===== config.mk =====
export PLATFORM = sky130hd
export DESIGN_NAME = sc_fifo_flat
export DESIGN_NICKNAME = d
export VERILOG_FILES = /design/src/rtl/sc_fifo_if.sv /design/src/rtl/sc_fifo.sv /design/src/flat_wrapper.sv
export SDC_FILE = /design/constraint.sdc
export NUM_CORES = 1
export LEC_CHECK = 0
export BUFFER_PORTS_ARGS = -buffer_cell sky130_fd_sc_hd__buf_2
export CAP_MARGIN = 20
export CORE_UTILIZATION = 40
export DETAILED_ROUTE_END_ITERATION = 8
export HOLD_SLACK_MARGIN = 0.02
export PLACE_DENSITY = 0.62
export SYNTH_ARGS = -nofsm -noshare
export SYNTH_HDL_FRONTEND = slang
export SYNTH_SLANG_ARGS = --single-unit

===== constraint.sdc =====
create_clock -name clock -period 2.1 [get_ports clock]
set_input_delay 0.105 -clock clock [delete_from_list [all_inputs] [get_ports clock]]
set_output_delay 0.105 -clock clock [all_outputs]
set_load 0.01 [all_outputs]

===== src/rtl/sc_fifo_if.sv =====
// Handshake and status bundle for sc_fifo: the producer/consumer side uses
// the master modport and the FIFO itself uses the slave modport.
interface sc_fifo_if #(
  parameter int lpm_width  = 8,
  parameter int lpm_widthu = 4
);
  logic                  wrreq;
  logic [lpm_width-1:0]  data;
  logic                  rdreq;
  logic [lpm_width-1:0]  q;
  logic                  full;
  logic                  almost_full;
  logic                  empty;
  logic                  almost_empty;
  logic [lpm_widthu-1:0] usedw;
  logic [1:0]            eccstatus;

  modport master (
    output wrreq, data, rdreq,
    input  q, full, almost_full, empty, almost_empty, usedw, eccstatus
  );

  modport slave (
    input  wrreq, data, rdreq,
    output q, full, almost_full, empty, almost_empty, usedw, eccstatus
  );
endinterface


===== src/rtl/sc_fifo.sv =====
// Single-clock circular-buffer FIFO, behaviorally compatible with the vendor
// scfifo: show-ahead or registered output, occupancy count and threshold flags.
module sc_fifo #(
  parameter int    lpm_width               = 8,
  parameter int    lpm_numwords            = 16,
  parameter int    lpm_widthu              = 4,
  parameter string lpm_showahead           = "ON",
  parameter int    almost_full_value       = 0,
  parameter int    almost_empty_value      = 0,
  parameter string overflow_checking       = "ON",
  parameter string underflow_checking      = "ON",
  parameter string add_ram_output_register = "OFF",
  parameter string intended_device_family  = "Cyclone V",
  parameter string lpm_hint                = "",
  parameter string lpm_type                = "scfifo",
  parameter string use_eab                 = "ON"
) (
  input  logic     clock,
  input  logic     sclr,
  input  logic     aclr,
  sc_fifo_if.slave bus
);
  localparam bit show_ahead = (lpm_showahead == "ON");
  localparam bit ovf_check  = (overflow_checking == "ON");
  localparam bit udf_check  = (underflow_checking == "ON");
  localparam int cw         = lpm_widthu + 1;

  logic [lpm_width-1:0]  mem [lpm_numwords];
  logic [lpm_widthu-1:0] wr_ptr;
  logic [lpm_widthu-1:0] rd_ptr;
  logic [cw-1:0]         count;
  logic [lpm_width-1:0]  q_reg;
  logic [31:0]           count_ext;
  logic                  clr;
  logic                  is_full;
  logic                  is_empty;
  logic                  do_wr;
  logic                  do_rd;

  assign clr       = sclr | aclr;
  assign count_ext = 32'(count);
  assign is_full   = (count_ext == 32'(lpm_numwords));
  assign is_empty  = (count == '0);
  assign do_wr     = bus.wrreq & ~(is_full & ovf_check);
  assign do_rd     = bus.rdreq & ~(is_empty & udf_check);

  always_ff @(posedge clock) begin
    if (clr) begin
      wr_ptr <= '0;
      rd_ptr <= '0;
      count  <= '0;
    end else begin
      if (do_wr)
        wr_ptr <= wr_ptr + lpm_widthu'(1);
      if (do_rd)
        rd_ptr <= rd_ptr + lpm_widthu'(1);
      case ({do_wr, do_rd})
        2'b10:   count <= count + cw'(1);
        2'b01:   count <= count - cw'(1);
        default: count <= count;
      endcase
    end
  end

  // Storage is deliberately left out of reset so it maps onto plain RAM.
  always_ff @(posedge clock) begin
    if (do_wr && !clr)
      mem[wr_ptr] <= bus.data;
  end

  always_ff @(posedge clock) begin
    if (do_rd && !clr)
      q_reg <= mem[rd_ptr];
  end

  assign bus.q            = show_ahead ? mem[rd_ptr] : q_reg;
  assign bus.full         = is_full;
  assign bus.empty        = is_empty;
  assign bus.almost_full  = (count_ext >= 32'(almost_full_value));
  assign bus.almost_empty = (count_ext < 32'(almost_empty_value));
  assign bus.usedw        = count[lpm_widthu-1:0];
  assign bus.eccstatus    = 2'b00;
endmodule


===== src/flat_wrapper.sv =====
// flat-port wrapper written by rule: the top's interface ports become plain ports
module sc_fifo_flat 
#(
  parameter int    lpm_width               = 8,
  parameter int    lpm_numwords            = 16,
  parameter int    lpm_widthu              = 4,
  parameter string lpm_showahead           = "  ",
  parameter int    almost_full_value       = 0,
  parameter int    almost_empty_value      = 0,
  parameter string overflow_checking       = "  ",
  parameter string underflow_checking      = "  ",
  parameter string add_ram_output_register = "   ",
  parameter string intended_device_family  = "         ",
  parameter string lpm_hint                = "",
  parameter string lpm_type                = "      ",
  parameter string use_eab                 = "  "
)
  (clock, sclr, aclr, bus_wrreq, bus_data, bus_rdreq, bus_q, bus_full, bus_almost_full, bus_empty, bus_almost_empty, bus_usedw, bus_eccstatus);
  sc_fifo_if #(.lpm_width(lpm_width), .lpm_widthu(lpm_widthu)) bus_i ();
  input  logic clock;
  input  logic sclr;
  input  logic aclr;
  input wire logic [$bits(bus_i.wrreq)-1:0] bus_wrreq;
  input wire logic [$bits(bus_i.data)-1:0] bus_data;
  input wire logic [$bits(bus_i.rdreq)-1:0] bus_rdreq;
  output wire logic [$bits(bus_i.q)-1:0] bus_q;
  output wire logic [$bits(bus_i.full)-1:0] bus_full;
  output wire logic [$bits(bus_i.almost_full)-1:0] bus_almost_full;
  output wire logic [$bits(bus_i.empty)-1:0] bus_empty;
  output wire logic [$bits(bus_i.almost_empty)-1:0] bus_almost_empty;
  output wire logic [$bits(bus_i.usedw)-1:0] bus_usedw;
  output wire logic [$bits(bus_i.eccstatus)-1:0] bus_eccstatus;
  assign bus_i.wrreq = bus_wrreq;
  assign bus_i.data = bus_data;
  assign bus_i.rdreq = bus_rdreq;
  assign bus_q = bus_i.q;
  assign bus_full = bus_i.full;
  assign bus_almost_full = bus_i.almost_full;
  assign bus_empty = bus_i.empty;
  assign bus_almost_empty = bus_i.almost_empty;
  assign bus_usedw = bus_i.usedw;
  assign bus_eccstatus = bus_i.eccstatus;
  sc_fifo #(.lpm_width(lpm_width), .lpm_numwords(lpm_numwords), .lpm_widthu(lpm_widthu), .lpm_showahead(lpm_showahead), .almost_full_value(almost_full_value), .almost_empty_value(almost_empty_value), .overflow_checking(overflow_checking), .underflow_checking(underflow_checking), .add_ram_output_register(add_ram_output_register), .intended_device_family(intended_device_family), .lpm_hint(lpm_hint), .lpm_type(lpm_type), .use_eab(use_eab)) u_core (.clock(clock), .sclr(sclr), .aclr(aclr), .bus(bus_i));
endmodule

==> impl_results.md <==
- Synth Instances: 329
- Leak: 2.40 nW
- Max-cap viol count: 0
- Core area: 0.0147 mm2
- Top post-synthesis cells by area: edfxtp_1, mux4_2, mux4_1
- Post_cts resized: 0
- Clk buf depth: 2
- RSZ-0062 raised after global routing: no
- Detailed Route WL: 12.0 mm
- WP data arrival: 2.03 ns
- Main flop type after synthesis: edfxtp_1
- Depth of the CTS H-tree: 4
- Critical Path Source Type: flop
- Worst hold path stage count: 3
- P_sw: 0.00135 W
- Worst path bufs/invs: 1
- Hold EP: u_core.wr_ptr[0]
- Fmax: 0.534 GHz
- Post-route cell area: 0.00704 mm2
- RR Endpoint: u_core.bus.q[4]
- Placed cell area: 0.00646 mm2
- Grt ovf: 0
- Share of post-route cells with drive strength above 1: 26.3%
- Filler cell count: 1201
- Unique masters post-synth: 43
- Drt pass-1 iters: 6
- Yosys reg bits: around 150
- Logic pwr share: ~3.8%
- Non-filler cells, final: about 570
- Pins over their slew limit: 0
- Global-route wire length before repair: ~19 mm
- Reg2Reg Depth: 4
- CTS Sinks: 149
- Min-Delay Path Class: in -> reg
- Area grow syn2layout: 15.7%
- FP Rows: 44
- Die height: ~130 um
- CTS hold repair buffers: 0
- Post-CTS Setup Bufs: 0
- Die area: approximately 0.016 mm2
- Largest net degree at the start of global routing: 36
- I/O Buffers: 26
- Initial core utilization: 41.4%
- CP Class: reg -> reg
- Final ANT Viol Nets: 0
- Nets: 397
- Number of remaining DRC errors: 1
- Multi-input gate area: 0.00154 mm2
- Hold_sp: bus_wrreq
- Slowest stage delay, CP: 0.59 ns
- Clock group share of total power: roughly 46%
- GR Util All Layers: 16.6%
- Antenna diodes: 0
- Layout Utilization: 47.9%
- Worst-margin pin slew: 0.525 ns
- Post-synth EDFFs: 136
- Rel. slew slack: roughly two thirds
- Power Internal: 0.00511 W
- CP max-delay cell: mux4_1
- Ys async rst share: 0%
- Violated checks: DRC
- Met3 routed WL: 406 um
- Sw Ratio: 20.9%
- Power, Total: 0.00646 W
- WL met1: approximately 5.5 mm
- Post-Route Setup TNS: 0 ns
- Initial drt markers: 309
- Synth Cell Area: around 0.0061 mm2
- Drt wl/cell: 21.0 um
- Fin crit share: 89.2%
- Routed vias: 3108
- Final number of setup-violating endpoints: 0
- Syn_area_per_cell: 18.5 um2
- Placed cell count: 540
- Register area share after synthesis: 71.4%
- Area leader, netlist: edfxtp_1
- Outcome: finished with violations
- Crit-path cells: buf_4 -> mux4_1 -> a22oi_1 -> nand2_1
- Max FFs per register: between 100 and 150
- CP required: 2.26 ns
- Crit Path Max Fanout: 10
- Synth Warn #: 0
- Routed vias/inst: 5.43
- DR WL met2: 5.97 mm
- Vias in the first global route: 3153
- HPWL after DPL: 7.70 mm
- Top layer in use: met4
- I/O pin count: 31
- CTS tree: built
- PwrDens: 917 mW/mm2
- Max VDD drop: 0.629 mV
- Clock Latency Late Sink: between 0.4 and 0.5 ns
- R2r setup slk: 0.23 ns
- Top-area cell type share of the netlist area: approximately 67%
- Reg clk slew, reported paths: 0.06 ns
- R2R Path Start: u_core.rd_ptr[0]
- Tmin final: ~1.9 ns
- FF/Latch Area: 0.00435 mm2
- Clock Skew: 0.00656 ns
- Initial antenna violation count: 0
- DIE WIDTH: 125 um
- CTS buffer count: 17
- Largest delay share family, worst path: multiplexers
- Final hold viol count: 0
- Register share of total power: 50.6%
- Root buffer cell: clkbuf_16
- Critical path capture point type: flop
- GP Congestion: about 0.7
[power by group through the flow]
stage	logic [W]	clock network (W)	registers [W]
floorplan	0.000160	0	0.00333
global placement	0.000238	0	0.00333
detailed placement	0.000245	0	0.00333
CTS	0.000246	0.00300	0.00327
global route	0.000267	0.00312	0.00327
finish	0.000242	0.00295	0.00327
[worst register-to-register path: stages (launching register included)]
cell and delay, ns:
dfxtp_2 0.39, buf_4 0.27, mux4_1 0.59, a22oi_1 0.30, nand2_1 0.08
[cell usage in the layout (no fill, tap or decap), drive strengths merged, types with 2 or more instances in the layout]
| cell type | instances |
|---|---|
| ha | 9 |
| edfxtp | 136 |
| xnor2 | 3 |
| nand2 | 14 |
| nor2 | 29 |
| a21o | 2 |
| inv | 8 |
| nor4 | 2 |
| dfxtp | 13 |
| and2 | 4 |
| mux2i | 3 |
| clkbuf | 17 |
| or3 | 2 |
| clkinv | 8 |
| buf | 49 |
| nor2b | 2 |
| a22oi | 16 |
| mux4 | 32 |
| a21oi | 2 |
| nand4 | 3 |
| nand3 | 4 |
| bufinv | 2 |
| o21ai | 2 |
| conb | 4 |
| nand4b | 2 |
| xor2 | 6 |
[stage by stage]
| stage | hold WS, ns | setup WS [ns] |
|---|---|---|
| finish | 0.0703 | 0.227 |
| detailed placement | 0.488 | 0.226 |
| floorplan | 0.204 | 0.209 |
| global placement | 0.471 | 0.247 |
| global route | 0.0775 | 0.182 |
| CTS | 0.0471 | 0.223 |
[final cells by class]
| cell class | instances | area share [%] |
|---|---|---|
| clock inverters | 15 | 2.17 |
| repair buffers | 49 | 4.66 |
| well taps | 184 | 3.27 |
| inverters | 4 | 0.213 |
| clock buffers | 17 | 6.04 |
| flip-flops and latches | 149 | 61.7 |
| multi-input cells | 154 | 21.9 |
[synth_stat cells, drive strengths merged (3+ instances only)]
cell type / n
xor2: 6
and2: 4
xnor2: 3
ha: 9
mux2i: 3
nand2: 14
a22oi: 16
dfxtp: 13
buf: 17
edfxtp: 136
inv: 4
nand4: 3
nand3: 4
nor2: 29
clkbuf: 4
mux4: 32
[layer usage]
layer  global-route usage [%]  vias up
met3                     4.54       14
li1                         -     1399
met5                        0        -
met2                     27.1       64
met4                     5.38        0
met1                     21.6     1631
[worst max path at each step]
stage                      from              end  slack [ns]  cells after the start
2_1_floorplan         bus_wrreq  u_core.count[2]        0.21                     10
3_3_place_gp   u_core.rd_ptr[0]  u_core.bus.q[4]        0.25                      4
3_5_place_dp   u_core.rd_ptr[0]  u_core.bus.q[4]        0.23                      4
4_1_cts        u_core.rd_ptr[0]  u_core.bus.q[4]        0.22                      4
5_1_grt        u_core.rd_ptr[0]  u_core.bus.q[7]        0.18                      4
6_report       u_core.rd_ptr[0]  u_core.bus.q[4]        0.23                      4
[logic make-up (layout without fill, tap and decap cells)]
logic type	Yosys count	count (layout)	share of synthesized area [%]
xor+xnor	9	9	1.30
fa+ha+maj	9	9	1.85
flops	149	149	71.4
simple gates	71	71	5.82
compound gates	26	26	3.15
buf+inv	28	85	3.39
other cells	2	4	0.123
mux	35	35	13.0
Note: power is estimated with default switching activity, not from simulation.
